File: src/rtl/gru_seq_feeder.sv
// gru_seq_feeder: ping-pong sequence buffer that streams stored timesteps to a GRU cell.
// Define GRU_SEQ_FEEDER_ZERO_PAD_EN to zero-pad sequences terminated early by in_last.
module gru_seq_feeder #(
    parameter int WIDTH   = 4,
    parameter int X_SIZE  = 6,
    parameter int SEQ_LEN = 15
) (
    input  logic                                clk,
    input  logic                                reset_n,
    input  logic                                in_valid,
    output logic                                in_ready,
    input  logic signed [X_SIZE-1:0][WIDTH-1:0] in_row,
    input  logic                                in_last,
    output logic                                x_valid,
    input  logic                                x_ready,
    output logic signed [X_SIZE-1:0][WIDTH-1:0] x_t,
    output logic                                x_first,
    output logic                                x_last,
    output logic [4:0]                          x_idx
);
    localparam int AW = SEQ_LEN > 1 ? $clog2(SEQ_LEN) : 1;
    localparam logic [AW-1:0] LAST = AW'(SEQ_LEN - 1);

    typedef logic [X_SIZE-1:0][WIDTH-1:0] row_t;
`ifdef GRU_SEQ_FEEDER_ZERO_PAD_EN
    typedef enum logic {WFILL, WPAD} wstate_e;
`else
    typedef enum logic {WFILL} wstate_e;
    logic unused_in_last;
    assign unused_in_last = in_last;
`endif
    typedef enum logic {RIDLE, RSTREAM} rstate_e;

    row_t          mem_q [2][SEQ_LEN];
    wstate_e       wr_state_q, wr_state_d;
    rstate_e       rd_state_q, rd_state_d;
    logic [1:0]    full_q, full_d;
    logic [AW-1:0] wr_row_q, wr_row_d, rd_row_q, rd_row_d;
    logic          wr_bank_q, wr_bank_d, rd_bank_q, rd_bank_d;
    logic          acc, wr_en, wr_done, xfer, rd_done;
    row_t          wr_data;

    assign in_ready = !full_q[wr_bank_q] && wr_state_q == WFILL;
    assign acc      = in_valid && in_ready;
    assign x_valid  = rd_state_q == RSTREAM;
    assign x_t      = x_valid ? mem_q[rd_bank_q][rd_row_q] : '0;
    assign x_idx    = x_valid ? 5'(rd_row_q) : '0;
    assign x_first  = x_valid && rd_row_q == '0;
    assign x_last   = x_valid && rd_row_q == LAST;
    assign xfer     = x_valid && x_ready;
    assign rd_done  = xfer && rd_row_q == LAST;

    always_comb begin
        wr_state_d = wr_state_q;
        wr_en      = acc;
        wr_data    = in_row;
        wr_done    = acc && wr_row_q == LAST;
`ifdef GRU_SEQ_FEEDER_ZERO_PAD_EN
        if (wr_state_q == WPAD) begin
            wr_en   = 1'b1;
            wr_data = '0;
            wr_done = wr_row_q == LAST;
        end
        if (acc && in_last && wr_row_q != LAST) wr_state_d = WPAD;
        if (wr_done) wr_state_d = WFILL;
`endif
        wr_row_d  = wr_en ? (wr_done ? '0 : wr_row_q + 1'b1) : wr_row_q;
        wr_bank_d = wr_done ? ~wr_bank_q : wr_bank_q;
    end

    // Set and release always hit different banks, so both may apply in one cycle.
    always_comb begin
        full_d = full_q;
        if (wr_done) full_d[wr_bank_q] = 1'b1;
        if (rd_done) full_d[rd_bank_q] = 1'b0;
        rd_row_d   = xfer ? (rd_done ? '0 : rd_row_q + 1'b1) : rd_row_q;
        rd_bank_d  = rd_done ? ~rd_bank_q : rd_bank_q;
        rd_state_d = full_d[rd_bank_d] ? RSTREAM : RIDLE;
    end

    always_ff @(posedge clk or negedge reset_n) begin
        if (!reset_n) begin
            wr_state_q <= WFILL;
            rd_state_q <= RIDLE;
            full_q     <= '0;
            wr_row_q   <= '0;
            rd_row_q   <= '0;
            wr_bank_q  <= 1'b0;
            rd_bank_q  <= 1'b0;
        end else begin
            wr_state_q <= wr_state_d;
            rd_state_q <= rd_state_d;
            full_q     <= full_d;
            wr_row_q   <= wr_row_d;
            rd_row_q   <= rd_row_d;
            wr_bank_q  <= wr_bank_d;
            rd_bank_q  <= rd_bank_d;
        end
    end

    always_ff @(posedge clk) begin
        if (wr_en) mem_q[wr_bank_q][wr_row_q] <= wr_data;
    end
endmodule

File: config.mk
export PLATFORM = sky130hd
export DESIGN_NAME = gru_seq_feeder
export DESIGN_NICKNAME = d
export VERILOG_FILES = /design/src/rtl/gru_seq_feeder.sv
export SDC_FILE = /design/constraint.sdc
export NUM_CORES = 1
export LEC_CHECK = 0
export CAP_MARGIN = 20
export CORE_MARGIN = 2
export CORE_UTILIZATION = 46
export CTS_CLUSTER_SIZE = 24
export DETAILED_ROUTE_END_ITERATION = 16
export PLACE_DENSITY_LB_ADDON = 0.08
export SETUP_SLACK_MARGIN = 0.2
export SLEW_MARGIN = 40
export SYNTH_ARGS = -nofsm -noshare
export SYNTH_HDL_FRONTEND = slang
export SYNTH_SLANG_ARGS = --single-unit
File: constraint.sdc
create_clock -name clk -period 4.25 [get_ports clk]
set_input_delay 0.85 -clock clk [delete_from_list [all_inputs] [get_ports clk]]
set_output_delay 0.85 -clock clk [all_outputs]
set_load 0.03 [all_outputs]
==> out/results.ini, run 1 <==
[run_status]
status = complete, no violations

[yosys]
syn_inst = 1442
yosysSeqAreaShare_pct = 76.6
syn_nets = 1478
netlist_area_um2 = 28700
synth.area.top_cells = edfxtp_1, mux4_2, mux2i_1
yosys.area.top_type_share_pct = 75.4
synth_cell_types = 38
avgSynthCellArea_um2 = 19.9
yosys.area.top_type = edfxtp_1
synth-seq-cells = 733
yosysWarnings = 0

[timing]
max_freq_mhz = 251
finalClockSkew_ns = 0.0203
rsz0062_at_grt = yes
finalCriticalPeriod_ns = 3.99
slew_headroom_pct = 45.0
worst_pin_slew_ns = 0.822
hold_viol = 0
finalSetupTns_ns = 0
setup_viol = 0
holdWs_ns = 0.585
drv_slew = 0
min_period_over_period_pct = 93.8
setup_ws_ns = 0.265

[global_routing]
antenna_found_initial = 1
grt_pass1_vias = 14600
busiest_layer = met2
met3_usage_pct = 4.24
use_met2_pct = 38.2
grt_pass1_wl_um = 105000
grt_max_degree = 39
grt-ovfl-total = 0
use_met1_pct = 32.5
grtUsageTotal_pct = 23.5

[finish]
area_growth_pct = 17.4
final_nets = 1632
fin_cells = 2488
stdcell_area_um2 = 33700
final_core_util_pct = 54.6
seqCellArea_um2 = 22000
n_fill_cell = 4864
drive_gt1_share_pct = 25.8
multi_input_area_um2 = 6540
diodes = 0

[routing]
vias = 14500
drt_iter0_markers = 1354
final_antenna_net_count = 0
routed_wl_um = 74200
post-route-drc-count = 0
drtPass1Iterations = 4
viasPerCell = 5.84
avgRoutedWirePerCell_um = 29.8

[pwr]
p_per_area_nw_per_um2 = 517
sw_frac_of_total_pct = 25.9
p_int_mw = 12.9
p_sw_mw = 4.51
power.share.clock_pct = 36.9
comb_power_share_pct = 14.1
ir_drop_mv = 0.390
p_leak_nw = 10.3
report.power.total_mw = 17.4
sequentialPowerShare_pct = 49.0

[clocking]
cts-htree-levels = 3
cts_made_buffers = 77
cts_tree = built
path_clk_slew_ns = 0.06
clk_latency_ns = 0.62
cts_root_buf = clkbuf_16
clk_path_buf_depth = 3
clkSinkCount = 733
cts_hold_buf = 0

[placement]
portBuffers = 59
placed_cells = 2333
place_ws_ns = 0.570
placed_cell_area_um2 = 31000
routabilityCongestion = 0.781
dp_hpwl_um = 44000

[floorplan]
die_h_um = 254
initial_core_util_pct = 46.5
io_pins = 62
core_area_um2 = 61700
die_w_um = 254
die-area_um2 = 64300
num_rows = 91

[worst_setup_path]
crit_type = reg -> out
end_kind = output pin
critPathMaxFanout = 9
cp.required_ns = 3.40
cp.arrival_ns = 3.14
critPathLaunchType = flop

[run]
maxCapViolations = 0

[hold_path]
min_path_type = reg -> reg

==> worst max-delay path, stage by stage, from the launching register on <==
cell and delay (ns):
dfrtp_4 0.54, buf_4 0.17, buf_4 0.12, mux4_2 0.48, mux2_2 0.27, o221ai_1 0.27, nand3_1 0.26, clkdlybuf4s15_1 0.40
==> kinds of logic after synthesis <==
family	share of synthesized area (%)
flip-flops	76.6
other	0.0131
AND/OR/NAND/NOR	3.02
buffers and inverters	1.60
AO/OA/AOI/OAI	3.56
adder cells (fa/ha/maj)	0.305
multiplexers	14.9
XOR/XNOR	0.0917
==> final timing paths <==
| path | end | slack (ns) | start | cells after the start |
|---|---|---|---|---|
| min in group asynchronous | wr_row_q[1] | 0.67 | reset_n | 1 |
| min reg2reg | wr_row_q[0] | 0.59 | wr_row_q[0] | 2 |
| max | x_t[18] | 0.26 | rd_bank_q | 7 |
| min | wr_row_q[0] | 0.59 | wr_row_q[0] | 2 |
| max reg2reg | mem_q[1][95] | 1.43 | wr_bank_q | 5 |
| max in group asynchronous | rd_row_q[1] | 3.03 | reset_n | 1 |
==> power groups by stage <==
stage	clock network, mW	registers [mW]	logic, mW
2_1_floorplan	0	8.61	1.19
3_3_place_gp	0	8.68	2.42
3_5_place_dp	0	8.70	2.43
4_1_cts	6.55	8.55	2.44
5_1_grt	6.82	8.56	2.59
6_report	6.42	8.53	2.45
==> layer usage <==
layer	part of all wire, %	wire length, um
met3	5.7	4240
met1	42	31400
met5	0	0
met4	2.7	2030
met2	49	36500
==> synth_stat cells <==
library cell,n
edfxtp_1,720
mux2i_1,159
mux4_2,106
nand2_1,49
a22oi_1,45
clkbuf_1,44
and2_1,38
nor2_1,34
o21ai_0,26
mux2_2,25
nand3_1,24
buf_4,18
o221ai_1,17
nand4_1,16
o211ai_1,16
buf_2,15
dfrtp_1,13
a221o_1,7
a32oi_1,7
ha_1,7
o21bai_1,7
o31ai_1,7
a21oi_1,6
inv_1,6
nor3_1,6
buf_6,4
nor2b_1,4
buf_1,3
nand2b_1,2
nand3b_1,2
xor2_1,2
a21o_1,1
and3_1,1
and4_1,1
clkinv_1,1
conb_1,1
o41ai_1,1
xnor2_1,1
==> cell type report <==
cell class,count,share of cell area [%]
flip-flops and latches,733,65.2
clock buffers,92,6.02
repair buffers,159,5.12
clock inverters,42,1.04
well taps,837,3.11
inverters,7,0.0818
multi-input cells,618,19.4
==> cell usage in the layout, fill, tap and decap left out, drive strengths merged, types with 34 or more instances in the layout <==
master and n:
edfxtp 720, and2 38, clkinv 36, nand2 49, nor2 34, clkbuf 96
mux2i 159, a22oi 45, buf 140, mux4 106
==> timing repair <==
| item | 4_1_cts | 5_1_grt |
|---|---|---|
| cloned | 0 | 3 |
| resized for setup | 8 | 19 |
| setup endpoints to repair | 20 | 16 |
| pin swaps | 1 | 4 |
| buffers inserted | 4 | 14 |
| endpoints found under the hold margin | 0 | 0 |
==> state kept, by name (all words and copies together), names as in the netlist <==
register	cells
x_valid	1
mem_q	720
full_q	2
rd_row_q	4
wr_row_q	4
wr_bank_q	1
rd_bank_q	1
(Power assumes the default switching activity.)
==> run 2, diff against run 1 <==
--- a/constraint.sdc
+++ b/constraint.sdc
@@ -3,2 +3,2 @@
 set_output_delay 0.85 -clock clk [all_outputs]
-set_load 0.03 [all_outputs]
+set_load 0.1 [all_outputs]
==> run 2 against run 1 <==
Effect of this change:
- global-route usage decreased by 1.8 points
- critical path depth unchanged
- first-iteration DRC count decreased by 22%
- hold slack got worse by 0.42 ns
- largest power group unchanged
- highest routed layer is now met5
- non-clock buffer count decreased by 21
- worst setup slack got worse by 0.038 ns
- routed wire length decreased by 8.2%
- sequential power about the same
- total power increased by 2.3%
- sequential share of layout area increased by 0.12 points
- die area unchanged
- combinational power increased by 15%
==> out/results.ini, run 2 (synthesis results as in run 1) <==
[run_status]
status = complete, no violations

[finish]
regMostFlops = mem_q
final_cell_mix = edfxtp_1, mux2i_1, mux4_2
drive_gt1_share_pct = 25.2  ; -0.57 points
final_nets = 1611  ; -1.3%
diodes = 0  ; unchanged
fin_cells = 2466  ; -0.88%
largestRegisters = mem_q x720, rd_row_q x4, wr_row_q x4
mostFrequentLayoutCell = edfxtp_1
largest_reg_flops = 720  ; unchanged
n_fill_cell = 4853  ; -0.23%
area_growth_pct = 17.2

[pwr]
p_leak_nw = 10.3  ; -0.74%
report.power.total_mw = 17.8  ; +2.3%
ir_drop_mv = 0.446  ; +14%
p_per_area_nw_per_um2 = 530  ; +2.5%

[worst_setup_path]
r2r_cells = 4  ; -1
critPathLaunchType = flop
r2r_setup_slack_ns = 1.27  ; -0.16 ns
crit_type = reg -> out
rr_startpoint = wr_bank_q
end_kind = output pin
critPathMaxFanout = 18  ; +9
cp.required_ns = 3.40  ; about the same
crit_start = rd_bank_q
cp.arrival_ns = 3.17  ; +0.03 ns

[clocking]
cts_made_buffers = 77  ; unchanged
clk_path_buf_depth = 3  ; unchanged
cts-htree-levels = 3  ; unchanged
cts_root_buf = clkbuf_16
clkSinkCount = 733  ; unchanged
clk_latency_ns = 0.62  ; about the same
cts_hold_buf = 0  ; unchanged
path_clk_slew_ns = 0.06  ; about the same
cts_tree = built

[timing]
slew_headroom_pct = 48.8  ; +3.8 points
finalClockSkew_ns = 0.0147  ; -0.00558 ns
max_freq_mhz = 249  ; -0.93%
drv_slew = 0  ; unchanged
finalSetupTns_ns = 0  ; unchanged
setup_ws_ns = 0.227  ; -0.0375 ns
worst_pin_slew_ns = 0.766  ; -0.0567 ns
hold_viol = 0  ; unchanged
min_period_over_period_pct = 94.7  ; +0.88 points
finalCriticalPeriod_ns = 4.02  ; +0.0375 ns
rsz0062_at_grt = yes
setup_viol = 0  ; unchanged

[routing]
vias = 14100  ; -3.2%
viasPerCell = 5.70  ; -2.3%
final_antenna_net_count = 0  ; unchanged
drt_iter0_markers = 1050  ; -22%
drtPass1Iterations = 5  ; +1
post-route-drc-count = 0  ; unchanged
routed_wl_um = 68100  ; -8.2%
avgRoutedWirePerCell_um = 27.6  ; -7.4%

[global_routing]
grt_max_degree = 51  ; +31%
antenna_found_initial = 3  ; +2
grt_pass1_wl_um = 99000  ; -6.1%
grtUsageTotal_pct = 21.7  ; -1.8 points
busiest_layer = met2
met3_usage_pct = 3.52  ; -0.72 points
use_met1_pct = 29.9  ; -2.6 points
grt-ovfl-total = 0  ; unchanged
grt_pass1_vias = 14400  ; -1.1%
use_met2_pct = 35.6  ; -2.7 points

[placement]
routabilityCongestion = 0.764  ; -2.2%
placed_cells = 2326  ; -0.30%
dp_hpwl_um = 40400  ; -8.2%
portBuffers = 59  ; unchanged
place_ws_ns = 0.528  ; -0.0417 ns

[floorplan]
io_pins = 62  ; unchanged
num_rows = 91  ; unchanged
die_w_um = 254  ; unchanged
die-area_um2 = 64300  ; unchanged
core_area_um2 = 61700  ; unchanged
die_h_um = 254  ; unchanged
initial_core_util_pct = 46.5  ; unchanged

[hold_path]
min_path_type = in -> async

[run]
maxCapViolations = 0  ; unchanged

==> run 2: layout make-up <==
| type | instances | area, um^2 | area share [%] |
|---|---|---|---|
| clock buffers | 98 | 2050 | 6.10 |
| clock inverters | 35 | 333 | 0.990 |
| inverters | 7 | 28.8 | 0.0856 |
| multi-input cells | 618 | 6600 | 19.6 |
| flip-flops and latches | 733 | 22000 | 65.3 |
| well taps | 837 | 1050 | 3.12 |
| repair buffers | 138 | 1590 | 4.72 |
==> run 2: path summary, 6_finish.rpt <==
check / endpoint
max in group asynchronous: rd_row_q[0]
worst max register to register: mem_q[0][79]
worst max-delay path: x_t[22]
min in group clk: full_q[0]
worst min register to register: full_q[0]
worst min-delay path: full_q[1]
==> run 2: stage by stage <==
step | area [um^2] | util, % | hold WS [ns]
floorplan | 28700 | - | 0.509
global placement | 31200 | 50.5 | 0.545
detailed placement | 31100 | 50.4 | 0.554
CTS | 33500 | 54.4 | 0.565
global route | 33600 | 54.5 | 0.168
finish | 33600 | 54.5 | 0.170
==> run 2: metal layers <==
layer  routed length [um]  vias to the layer above
met1                30200                     7457
met5                   13                        -
met3                 2720                      111
li1                     -                     6174
met2                33200                      311
met4                 2050                        2
==> run 2: where the power goes <==
group / switching (mW) / leakage [nW] / internal, mW
Combinational: 1.95 / 2.46 / 0.860
Sequential: 0.176 / 6.65 / 8.37
Clock: 2.70 / 1.16 / 3.76
Total: 4.83 / 10.3 / 13.0
==> run 2: worst max-delay path: stages, from the launching register on <==
cell      delay, ns
dfrtp_4        0.56
buf_12         0.23
buf_4          0.20
mux4_2         0.49
and2_1         0.16
o221ai_1       0.32
o211ai_1       0.32
buf_12         0.26
==> run 2: what timing repair did <==
action                     CTS  global route
buffers inserted             5             2
setup endpoints to repair   16            17
gates resized for setup      2             7
pin swaps                    1             1
==> run 3, diff against run 2 <==
- ABC_CLOCK_PERIOD_IN_PS: unset -> 4250
- PLACE_DENSITY_LB_ADDON: 0.08 -> unset
==> run 3 against run 2 <==
Effect of this change:
- sequential power barely moved
- register-to-register slack got worse by 0.12 ns
- die area did not move
- critical path depth rose by 1
- critical path type unchanged
==> out/results.ini, run 3 (synthesis results as in run 1) <==
[run_status]
status = complete, no violations

[timing]
worst_pin_slew_ns = 0.815  ; +0.0497 ns
drv_slew = 0  ; unchanged
finalSetupTns_ns = 0  ; unchanged
rsz0062_at_grt = yes
hold_viol = 0  ; unchanged
setup_viol = 0  ; unchanged
finalCriticalPeriod_ns = 4.06  ; +0.0322 ns
slew_headroom_pct = 45.6  ; -3.2 points
finalClockSkew_ns = 0.0216  ; +0.00690 ns
max_freq_mhz = 247  ; -0.79%
min_period_over_period_pct = 95.4  ; +0.76 points

[worst_setup_path]
critPathMaxFanout = 12  ; -6
crit_top_cell = buf_12
cpLargestDelayFamily = multiplexers
cp.arrival_ns = 3.21  ; +0.04 ns
crit_chain = buf_12 -> buf_12 -> clkbuf_16 -> mux4_2 -> mux2_2 -> o221ai_1 -> o211ai_1 -> buf_12
crit_type = reg -> out
path_buf_inv = 4  ; +1
crit_slowest_cell = mux4_2
critPathLaunchType = flop
cp.required_ns = 3.40  ; about the same
end_kind = output pin
slowest_delay_ns = 0.50  ; -0.06 ns

[placement]
routabilityCongestion = 0.806  ; +5.5%
placed_cell_area_um2 = 31400  ; +0.96%
dp_hpwl_um = 38300  ; -5.1%
portBuffers = 59  ; unchanged

[finish]
n_fill_cell = 4796  ; -1.2%
largestRegisters = mem_q x720, rd_row_q x4, wr_row_q x4
final_cell_mix = edfxtp_1, mux2i_1, mux4_2
seqCellArea_um2 = 22000  ; unchanged
multi_input_area_um2 = 6620  ; +0.30%
drive_gt1_share_pct = 25.7  ; +0.46 points
largest_reg_flops = 720  ; unchanged
stdcell_area_um2 = 34000  ; +1.1%
regMostFlops = mem_q
final_nets = 1613  ; +0.12%
mostFrequentLayoutCell = edfxtp_1
area_growth_pct = 18.5

[hold_path]
min_path_type = reg -> reg

[pwr]
p_per_area_nw_per_um2 = 519  ; -2.1%
power.share.clock_pct = 35.3  ; -1.0 points
p_int_mw = 12.9  ; -0.81%
sequentialPowerShare_pct = 48.5  ; +0.5 points
sw_frac_of_total_pct = 26.9  ; -0.19 points
comb_power_share_pct = 16.2  ; +0.4 points
ir_drop_mv = 0.541  ; +21%
p_leak_nw = 10.4  ; +1.1%
p_sw_mw = 4.74  ; -1.7%

[routing]
drt_iter0_markers = 1069  ; +1.8%
post-route-drc-count = 0  ; unchanged
drtPass1Iterations = 5  ; unchanged
top_layer_used = met5
routed_wl_um = 64000  ; -6.1%
final_antenna_net_count = 0  ; unchanged
wl_met2_um = 31400  ; -5.2%
vias = 14100  ; +0.12%
avgRoutedWirePerCell_um = 25.9  ; -6.4%
wl_met1_um = 27400  ; -9.2%
dr_wl_met3_um = 3510  ; +29%
viasPerCell = 5.69  ; -0.16%

[global_routing]
grt_pass1_vias = 14300  ; -0.82%
grt_max_degree = 99  ; +94%
grt_pass1_wl_um = 93700  ; -5.3%
grtUsageTotal_pct = 20.1  ; -1.6 points
grt-ovfl-total = 0  ; unchanged
antenna_found_initial = 3  ; unchanged

[floorplan]
die_w_um = 254  ; unchanged
initial_core_util_pct = 46.5  ; unchanged
die_h_um = 254  ; unchanged
io_pins = 62  ; unchanged
num_rows = 91  ; unchanged
die-area_um2 = 64300  ; unchanged
core_area_um2 = 61700  ; unchanged

[clocking]
clkSinkCount = 733  ; unchanged
clk_latency_ns = 0.62  ; about the same
clk_path_buf_depth = 3  ; unchanged
cts_made_buffers = 74  ; -3.9%
cts-htree-levels = 3  ; unchanged
cts_tree = built
cts_root_buf = clkbuf_16
path_clk_slew_ns = 0.06  ; about the same

[run]
maxCapViolations = 0  ; unchanged

## run 3: cell types whose count changed in the layout (fill, tap and decap cells not counted), moves of 4 or more
cell | previous run | this run
clkinv_1 | 19 | 12
buf_16 | 1 | 19
clkbuf_1 | 19 | 25
o221ai_1 | 16 | 11
buf_4 | 60 | 40
buf_12 | 45 | 32
o221ai_2 | 1 | 6
buf_8 | 1 | 19
clkinv_2 | 7 | 11
inv_6 | 2 | 6
## run 3: final cells by class
type                            count  area share [%]
Clock buffer                       99            5.73
Sequential cell                   733            64.6
Clock inverter                     35            1.02
Inverter                            7          0.0774
Timing Repair Buffer              143            5.95
Tap cell                          837            3.08
Antenna cell                        1         0.00737
Multi-Input combinational cell    618            19.5
## run 3: power by group through the flow
stage / registers (mW) / logic (mW) / clock network [mW]
final: 8.55 / 2.85 / 6.22
after floorplan: 8.63 / 1.61 / 0
after global routing: 8.58 / 3.02 / 6.63
after detailed placement: 8.71 / 2.84 / 0
after CTS: 8.55 / 2.89 / 6.38
after global placement: 8.71 / 2.72 / 0
## run 3: stage by stage
| stage | total power [mW] | worst slack (ns) | utilization (%) | hold slack, ns | instances |
|---|---|---|---|---|---|
| finish | 17.6 | 0.195 | 55.0 | 0.563 | 2473 |
| floorplan | 10.2 | 0.208 | - | 0.509 | 1442 |
| global route | 18.2 | 0.182 | 55.0 | 0.619 | 2472 |
| detailed placement | 11.6 | 0.677 | 50.9 | 0.549 | 2326 |
| global placement | 11.4 | 0.691 | 50.0 | 0.538 | 2293 |
| CTS | 17.8 | 0.112 | 54.7 | 0.565 | 2464 |
## run 3: what timing repair did
item / 4_1_cts / 5_1_grt
hold buffers: 0 / 0
cloned: 0 / 4
buffers inserted: 4 / 4
setup endpoints to repair: 19 / 16
resized for setup: 3 / 7
pin swaps: 5 / 2
## run 3: path summary, 6_finish.rpt
kind                             start             to  slack, ns  cells past startpoint
hold / removal             wr_row_q[0]    wr_row_q[0]       0.56                      2
setup reg to reg             wr_bank_q  mem_q[0][280]       1.15                      4
setup / recovery             rd_bank_q        x_t[10]       0.19                      8
min in group asynchronous      reset_n    wr_row_q[2]       0.67                      1
hold reg to reg            wr_row_q[0]    wr_row_q[0]       0.56                      2
max in group asynchronous      reset_n    rd_row_q[0]       3.00                      1
## run 3: layer usage
metal  vias up  global-route usage, %
met5         -                      0
met3       107                   3.70
met4         4                   6.35
met2       395                   33.0
li1       6201                      -
met1      7365                   27.5
## run 3: worst min-delay path, delay by kind of cell, from the launching register on
kind             cells  cell delay (ns)
flip-flops           1             0.41
AND/OR/NAND/NOR      1             0.06
AO/OA/AOI/OAI        1             0.06
